==> config.mk <==
export PLATFORM = sky130hd
export DESIGN_NAME = pakout_ser
export DESIGN_NICKNAME = d
export VERILOG_FILES = /design/src/rtl/pakout_ser_pkg.sv /design/src/rtl/pakout_ser.sv
export SDC_FILE = /design/constraint.sdc
export NUM_CORES = 1
export LEC_CHECK = 0
export ABC_CLOCK_PERIOD_IN_PS = 2100
export CORE_ASPECT_RATIO = 0.6
export CORE_MARGIN = 2
export CORE_UTILIZATION = 25
export DETAILED_ROUTE_END_ITERATION = 8
export HOLD_SLACK_MARGIN = 0.06
export SYNTH_ARGS = -nofsm -noshare
export SYNTH_HDL_FRONTEND = slang
export SYNTH_SLANG_ARGS = --single-unit
==> constraint.sdc <==
create_clock -name i_clk -period 2.1 [get_ports i_clk]
set_input_delay 0.315 -clock i_clk [delete_from_list [all_inputs] [get_ports i_clk]]
set_output_delay 0.315 -clock i_clk [all_outputs]
set_load 0.05 [all_outputs]
==> src/rtl/pakout_ser_pkg.sv <==
// Shared types and sizing helpers for the message-to-packet serializer.
package pakout_ser_pkg;

    localparam int unsigned DEF_PSZ = 8;
    localparam int unsigned DEF_ASZ = 8;
    localparam int unsigned DEF_DSZ = 16;
    localparam int unsigned DEF_RSZ = 8;
    localparam int unsigned CNT_W   = 8;

    typedef enum logic [1:0] {
        ST_IDLE = 2'd0,
        ST_SEND = 2'd1,
        ST_REL  = 2'd2
    } state_t;

    // Packets needed to carry msz bits in psz-bit slices.
    function automatic int unsigned npk_of(input int unsigned msz, input int unsigned psz);
        return (msz + psz - 1) / psz;
    endfunction

    // Packet index width; never below one bit.
    function automatic int unsigned idx_w(input int unsigned n);
        return (n > 1) ? $clog2(n) : 1;
    endfunction

endpackage

==> src/rtl/pakout_ser.sv <==
// Serializes one {src, dst, dat, red} message into NPK packets, MSB slice first,
// over 4-phase req/ack handshakes on both the message and packet sides.
module pakout_ser
    import pakout_ser_pkg::*;
#(
    parameter int unsigned PSZ = DEF_PSZ,
    parameter int unsigned ASZ = DEF_ASZ,
    parameter int unsigned DSZ = DEF_DSZ,
    parameter int unsigned RSZ = DEF_RSZ
) (
    input  logic             i_clk,
    input  logic             i_reset_n,
    input  logic [ASZ-1:0]   i_src,
    input  logic [ASZ-1:0]   i_dst,
    input  logic [DSZ-1:0]   i_dat,
    input  logic [RSZ-1:0]   i_red,
    input  logic             i_req,
    output logic             o_ack,
    output logic [PSZ-1:0]   o_pak,
    output logic             o_first,
    output logic             o_req,
    input  logic             i_ack,
    output logic             o_busy,
    output logic [CNT_W-1:0] o_msg_cnt
);

    localparam int unsigned MSZ = 2 * ASZ + DSZ + RSZ;
    localparam int unsigned NPK = npk_of(MSZ, PSZ);
    localparam int unsigned WSZ = NPK * PSZ;
    localparam int unsigned PAD = WSZ - MSZ;
    localparam int unsigned IW  = idx_w(NPK);
    localparam logic [IW-1:0] IDX_LAST = IW'(NPK - 1);

    state_t             state_q, state_d;
    logic [WSZ-1:0]     word_q, word_d;
    logic [IW-1:0]      idx_q, idx_d;
    logic               ack_q, ack_d;
    logic               req_q, req_d;
    logic               first_q, first_d;
    logic               busy_q, busy_d;
    logic [PSZ-1:0]     pak_q, pak_d;
    logic [CNT_W-1:0]   cnt_q, cnt_d;
    logic [WSZ-1:0]     load_w;

    // Message left-justified in the shift word, zero padding at the LSB end.
    assign load_w = WSZ'({i_src, i_dst, i_dat, i_red}) << PAD;

    always_ff @(posedge i_clk) begin
        if (!i_reset_n) begin
            state_q <= ST_IDLE;
            word_q  <= '0;
            idx_q   <= '0;
            ack_q   <= 1'b0;
            req_q   <= 1'b0;
            first_q <= 1'b0;
            busy_q  <= 1'b0;
            pak_q   <= '0;
            cnt_q   <= '0;
        end else begin
            state_q <= state_d;
            word_q  <= word_d;
            idx_q   <= idx_d;
            ack_q   <= ack_d;
            req_q   <= req_d;
            first_q <= first_d;
            busy_q  <= busy_d;
            pak_q   <= pak_d;
            cnt_q   <= cnt_d;
        end
    end

    always_comb begin
        state_d = state_q;
        word_d  = word_q;
        idx_d   = idx_q;
        ack_d   = ack_q;
        req_d   = req_q;
        first_d = first_q;
        busy_d  = busy_q;
        pak_d   = pak_q;
        cnt_d   = cnt_q;

        // Message-side release runs independently of packet progress.
        if (ack_q && !i_req) begin
            ack_d = 1'b0;
        end

        case (state_q)
            ST_IDLE: begin
                if (i_req && !ack_q && !i_ack) begin
                    word_d  = load_w;
                    idx_d   = '0;
                    ack_d   = 1'b1;
                    busy_d  = 1'b1;
                    req_d   = 1'b1;
                    first_d = 1'b1;
                    pak_d   = load_w[WSZ-1 -: PSZ];
                    state_d = ST_SEND;
                end
            end
            ST_SEND: begin
                if (i_ack) begin
                    req_d   = 1'b0;
                    state_d = ST_REL;
                end
            end
            ST_REL: begin
                if (!i_ack) begin
                    if (idx_q == IDX_LAST) begin
                        busy_d  = 1'b0;
                        cnt_d   = cnt_q + CNT_W'(1);
                        state_d = ST_IDLE;
                    end else begin
                        idx_d   = idx_q + IW'(1);
                        word_d  = word_q << PSZ;
                        pak_d   = word_d[WSZ-1 -: PSZ];
                        first_d = 1'b0;
                        req_d   = 1'b1;
                        state_d = ST_SEND;
                    end
                end
            end
            default: begin
                state_d = ST_IDLE;
            end
        endcase
    end

    assign o_ack     = ack_q;
    assign o_req     = req_q;
    assign o_first   = first_q;
    assign o_busy    = busy_q;
    assign o_pak     = pak_q;
    assign o_msg_cnt = cnt_q;

endmodule

==> impl_metrics.tcl <==
set metrics [dict create \
    critical_path_class "flip-flop to flip-flop" \
    dpl-instance-area_mm2 0.003347 \
    grt_pass1_vias 1996 \
    io_buffers 63 \
    cts_buffer_depth 2 \
    slowest_delay_ns 0.39 \
    power_leakage_nw 1.499 \
    numClockSinks 57 \
    ant_nets 0 \
    drive_gt1_frac 0.1239 \
    grt_usage 0.1171 \
    fin_skew_ns 0.006788 \
    synthFlopType "dfxtp_1" \
    num_antenna_cells 0 \
    cts-buffers-inserted 9 \
    tns_ns 0 \
    holdWs_ns 0.4627 \
    clkLatencyLatePin_ns 0.32 \
    synth_common_cells "dfxtp_1, nor2_1, mux2i_1" \
    critPathTopFamily "compound AO/OA/AOI/OAI gates" \
    design_area_mm2 0.003643 \
    final_util 0.3701 \
    drc 0 \
    cts-root-buf "clkbuf_16" \
    p_total_mw 3.050 \
    die_area_mm2 0.01097 \
    synth_seq_cells 57 \
    synthArstFlopShare 0 \
    ys_seq_area_frac 0.4510 \
    area_delta_synth_final_pct 44.02 \
    die_w_um 133.9 \
    h-tree-depth 3 \
    max_freq_ghz 0.5174 \
    ys_types 37 \
    min_period_over_period 0.9203 \
    grt_max_degree 35 \
    routabilityCongestion 0.7555 \
    initialDrtViolationCount 118 \
    final_max_slew_viol_count 0 \
    synthAdderAreaFrac 0.01484 \
    post_cts_buffers 0 \
    firstDrtPassIters 4 \
    vias 2073 \
    synth_area_leaders "dfxtp_1, mux2i_1, a211oi_1" \
    worst-path-buf-inv 2 \
    status "completed" \
    fp.dieH_um 81.92 \
    grt_pass1_wl_um 9873 \
    synthSimpleGateAreaFrac 0.1454 \
    muxShareOfSynthArea 0.1266 \
    worst_ep_arrival_time_ns 2.16 \
    cp-start-kind "flip-flop" \
    num_rows 28 \
    wl_per_cell_um 13.20 \
    synth_compound_area_frac 0.1958 \
    wl_um 6153 \
    dp_hpwl_um 4434 \
    pin_count 64 \
    yosys.area_share.xor_xnor 0.02077 \
    fin_crit_ns 1.933 \
    synth_top_family_by_area "compound AO/OA/AOI/OAI gates" \
    synth-edff-count 0 \
    path_cells "inv_1 > ha_1 > and3_1 > a211oi_4 > buf_12 > nor2_1 > a211oi_1" \
    hold_viol_final 0 \
    drv_cap 0 \
    reg2reg_setup_slack_ns 0.17 \
    peakVddDrop_mv 0.3709 \
    avgSynthCellArea_um2 9.730 \
    cp_max_fo 34 \
    rsz0062_at_grt "no" \
    antenna_found_initial 0 \
    path_clk_slew_ns 0.05 \
    required_ns 2.33 \
    viasPerCell 4.448 \
    worst_slew_pin_slew_ns 0.5166 \
    crit_slowest_cell "dfxtp_1" \
    synth_area_mm2 0.002530 \
    p_per_area_mw_per_mm2 837.0 \
    core_mm2 0.009844 \
    synth_top_area_share 0.4510 \
    cts_hold_buf 0 \
    floorplan.initialDensity 0.2570 \
    cts_resized 0 \
    synth_cells 260 \
    synth_top_area_cell "dfxtp_1" \
    yosysWarnings 0 \
    syn_nets 307 \
    slew_headroom 0.6545 \
    finalSetupViolations 0 \
    synth.most_common_cell "dfxtp_1" \
    worst_setup_path_end_kind "flip-flop" \
    finalNetCount 374 \
    grt_overflow 0 \
    cts_tree "done" \
    worstHoldPathType "flip-flop to flip-flop" \
]
-- logic make-up after synthesis --
| group | after synthesis |
|---|---|
| muxes | 32 |
| and+or+nand+nor | 78 |
| AOI/OAI and AO/OA | 62 |
| buffers and inverters | 22 |
| xor gates and xnor gates | 6 |
| adders and majority gates | 3 |
| DFF | 57 |
-- final cells by class --
| class | instances | area (µm²) |
|---|---|---|
| Fill cell | 968 | 6201 |
| Multi-Input combinational cell | 181 | 1284 |
| Sequential cell | 57 | 1141 |
| Timing Repair Buffer | 74 | 738.2 |
| Clock buffer | 12 | 256.5 |
| Tap cell | 135 | 168.9 |
| Clock inverter | 3 | 40.04 |
| Inverter | 4 | 15.01 |
-- through the flow --
step	std cells	setup WS (ns)
floorplan	260	0.4318
global placement	451	0.1148
detailed placement	451	0.06986
CTS	466	0.1078
global route	466	0.02380
finish	466	0.1674
-- state kept, by name, indices dropped and copies added, names as in the netlist --
signal     count
o_msg_cnt      8
o_ack          1
idx_q          3
word_q        32
o_req          1
state_q        2
o_pak          8
o_busy         1
o_first        1
-- power by group --
group          switching [mW]  total (mW)  leakage [nW]  internal (mW)
Clock                   0.475        1.45         0.148          0.970
Combinational           0.217       0.419         0.884          0.202
Sequential             0.0373        1.19         0.467           1.15
Total                   0.730        3.05          1.50           2.32
-- per-layer routing --
metal	vias up	wire [µm]	GRT usage
met5	-	0	0
met4	0	29	0.02766
met3	4	335	0.05432
met2	59	2569	0.1656
met1	932	3218	0.1601
li1	1078	-	-
-- cells in the final DEF, fill, tap and decap left out, types with 2 or more instances in the layout --
cell type	n
a21oi_1	9
nor4b_1	2
nor3_1	3
nor4_1	3
inv_1	3
nand3_1	3
and3_1	2
dfxtp_1	57
nor2_1	42
a22o_1	8
o21ai_0	6
nand4_1	2
a211oi_1	22
buf_12	2
mux2i_1	32
nand2_1	10
clkbuf_8	2
xnor2_1	6
nand4b_1	2
a211oi_2	10
clkdlybuf4s50_1	63
clkinv_2	2
ha_1	3
clkbuf_16	9
buf_4	9
-- final timing paths --
check                                            from                       to  cells after the start
worst max register to register  idx_q[0]$_SDFFE_PN0P_  word_q[14]$_SDFFE_PN0P_                      7
worst min register to register   o_first$_SDFFE_PN0P_     o_first$_SDFFE_PN0P_                      1
worst max-delay path            idx_q[0]$_SDFFE_PN0P_  word_q[14]$_SDFFE_PN0P_                      7
worst min-delay path             o_first$_SDFFE_PN0P_     o_first$_SDFFE_PN0P_                      1
No activity file was read; power rests on OpenSTA's default activity.
==> edit: new RTL, same flow settings <==
Re-encode `state_t` (3 states) as one-hot, 3 bits wide.
--- a/src/rtl/pakout_ser_pkg.sv
+++ b/src/rtl/pakout_ser_pkg.sv
@@ -7,10 +7,10 @@
     localparam int unsigned DEF_RSZ = 8;
     localparam int unsigned CNT_W   = 8;
 
-    typedef enum logic [1:0] {
-        ST_IDLE = 2'd0,
-        ST_SEND = 2'd1,
-        ST_REL  = 2'd2
+    typedef enum logic [2:0] {
+        ST_IDLE = 3'b001,
+        ST_SEND = 3'b010,
+        ST_REL  = 3'b100
     } state_t;
 
     // Packets needed to carry msz bits in psz-bit slices.
Formal check against the unedited RTL: same outputs for any inputs over 10 cycles, from zero or initial values and one cycle with i_reset_n low; not proved beyond that.
==> edit against the original RTL <==
- wire length grew 9.9%
- design area grew 1.5%
- global-route usage grew 1.2 points
- area after synthesis grew 2.6%
- die area grew 2.5%
- combinational power grew 2%
- clock power shrank 5%
- hold slack gained 0.010 ns
- cell count grew 2.6%
- power shrank 0.92%
- sequential cell count grew 1
- sequential share of layout area grew 0.075 points
- setup slack gained 0.0017 ns
==> edit: results (changes against the original RTL) <==
Parameter                              Value

Placed design
  HPWL reported at the end of detailed placement ... 4840 microns (+9.2%)
  Post-placement worst setup slack ... -0.0282 ns (-0.0980 ns)
  Gpl congestion ... 0.743 (-1.7%)

GRT
  Pin count of the biggest net entering global routing ... 42 (+20%)
  Met2 Track Usage GR ... 16.6% (about the same)
  Met3 routing resource usage after global routing ... 5.86% (+0.43 points)
  Grt met1 use ... 19.1% (+3.1 points)
  First-pass GRT wire length ... 11100 microns (+13%)
  Tot GR Track Use ... 12.9% (+1.2 points)
  Vias in the first global route ... 2137 (+7.1%)

Power
  Comb group ... 429 uW (+2%)
  VDD IR-drop max ... 0.410 mV (+11%)
  Pleak ... 0.00127 uW (-16%)
  Fraction of power consumed by sequential logic ... 40.3% (+1.4 points)
  Net switching component of the power ... 755 uW (+3.4%)

Setup path
  Worst setup path startpoint ... o_msg_cnt[0]
  Worst R2R Start ... state_q[2]
  Internal reg-to-reg setup slack ... 0.31 ns (+0.14 ns)
  CP max stage delay ... 0.85 ns (+0.46 ns)
  Family with the most delay on the worst path ... buffers and inverters
  Critical Path Slowest Stage Cell ... sky130_fd_sc_hd__clkdlybuf4s50_1
  Crit path DAT ... 1.62 ns (-0.54 ns)
  Endpoint of the worst-slack reg-to-reg timing path ... word_q[24]
  Depth of the most critical reg-to-reg path ... 5 (-2)
  End point of the critical path ... o_msg_cnt[0]
  Critical Path Fanout Max ... 6 (-82%)

STA
  Tightest Pin Transition ... 0.811 ns (+0.294 ns)
  Setup WS post-layout ... 0.169 ns (+0.00175 ns)
  Largest clock skew in the final design ... 0.00631 ns (-0.000481 ns)
  Worst hold margin ... 0.473 ns (+0.0102 ns)

Synthesis
  Post-synthesis cell type count ... 38 (+2.7%)
  Commonest cells in the synthesized netlist ... 58 x sky130_fd_sc_hd__dfxtp_1, 52 x sky130_fd_sc_hd__nor2_1, 32 x sky130_fd_sc_hd__mux2i_1
  Sequential area share after synthesis ... 44.7% (-0.36 points)
  Number of nets produced by synthesis ... 320 (+4.2%)
  Synth area leaders ... sky130_fd_sc_hd__dfxtp_1 45%, sky130_fd_sc_hd__mux2i_1 12%, sky130_fd_sc_hd__nor2_1 7.5%

Worst hold path
  Hold Startpoint ... idx_q[1]
  Number of cells traversed by the worst hold path ... 2 (+1)
  Worst hold path endpoint ... idx_q[1]

Routing
  Met2 WL ... 2570 microns (about the same)
  WL/cell ... 14.1 microns (+7.1%)
  Routed met1 length ... 3590 microns (+12%)
  Uppermost layer routed ... met4
  Met3 Wirelength ... 536 microns (+60%)
  Number of vias in the routed layout ... 2168 (+4.6%)
  Number of DRC markers in iteration 0 ... 85 (-28%)

Layout
  Layout cell share with drive strength beyond 1 ... 11.1% (-1.3 points)
  Largest register by flop count ... word_q
  Nets ... 385 (+2.9%)

Clock tree
  Num CTS Buffers ... 9 (unchanged)
  Buffers from clock root to sink, at most ... 2 (unchanged)
  Clock latency on the worst-skew pair ... 0.33 ns

Outcome
  Run status ... finished clean
[edit: kinds of logic (layout without fill, tap and decap cells)]
kind of cell / Yosys count / in the layout / synth area share [%]
compound gates: 64 / 64 / 19.8
xor+xnor: 6 / 6 / 2.03
fa+ha+maj: 3 / 3 / 1.45
buf+inv: 27 / 97 / 5.06
flops: 58 / 58 / 44.7
mux: 32 / 32 / 12.3
simple gates: 83 / 83 / 14.6
[edit: final cells by class]
cell class | count | area (sq um)
Clock buffer | 14 | 274
Clock inverter | 2 | 10.0
Fill cell | 998 | 6290
Inverter | 7 | 26.3
Multi-Input combinational cell | 188 | 1310
Sequential cell | 58 | 1160
Tap cell | 135 | 169
Timing Repair Buffer | 74 | 751
[edit: metrics by stage]
step                area [sq um]  cells
finish                      3700    478
global route                3700    478
CTS                         3700    478
detailed placement          3410    462
global placement            3410    462
floorplan                   2590    273
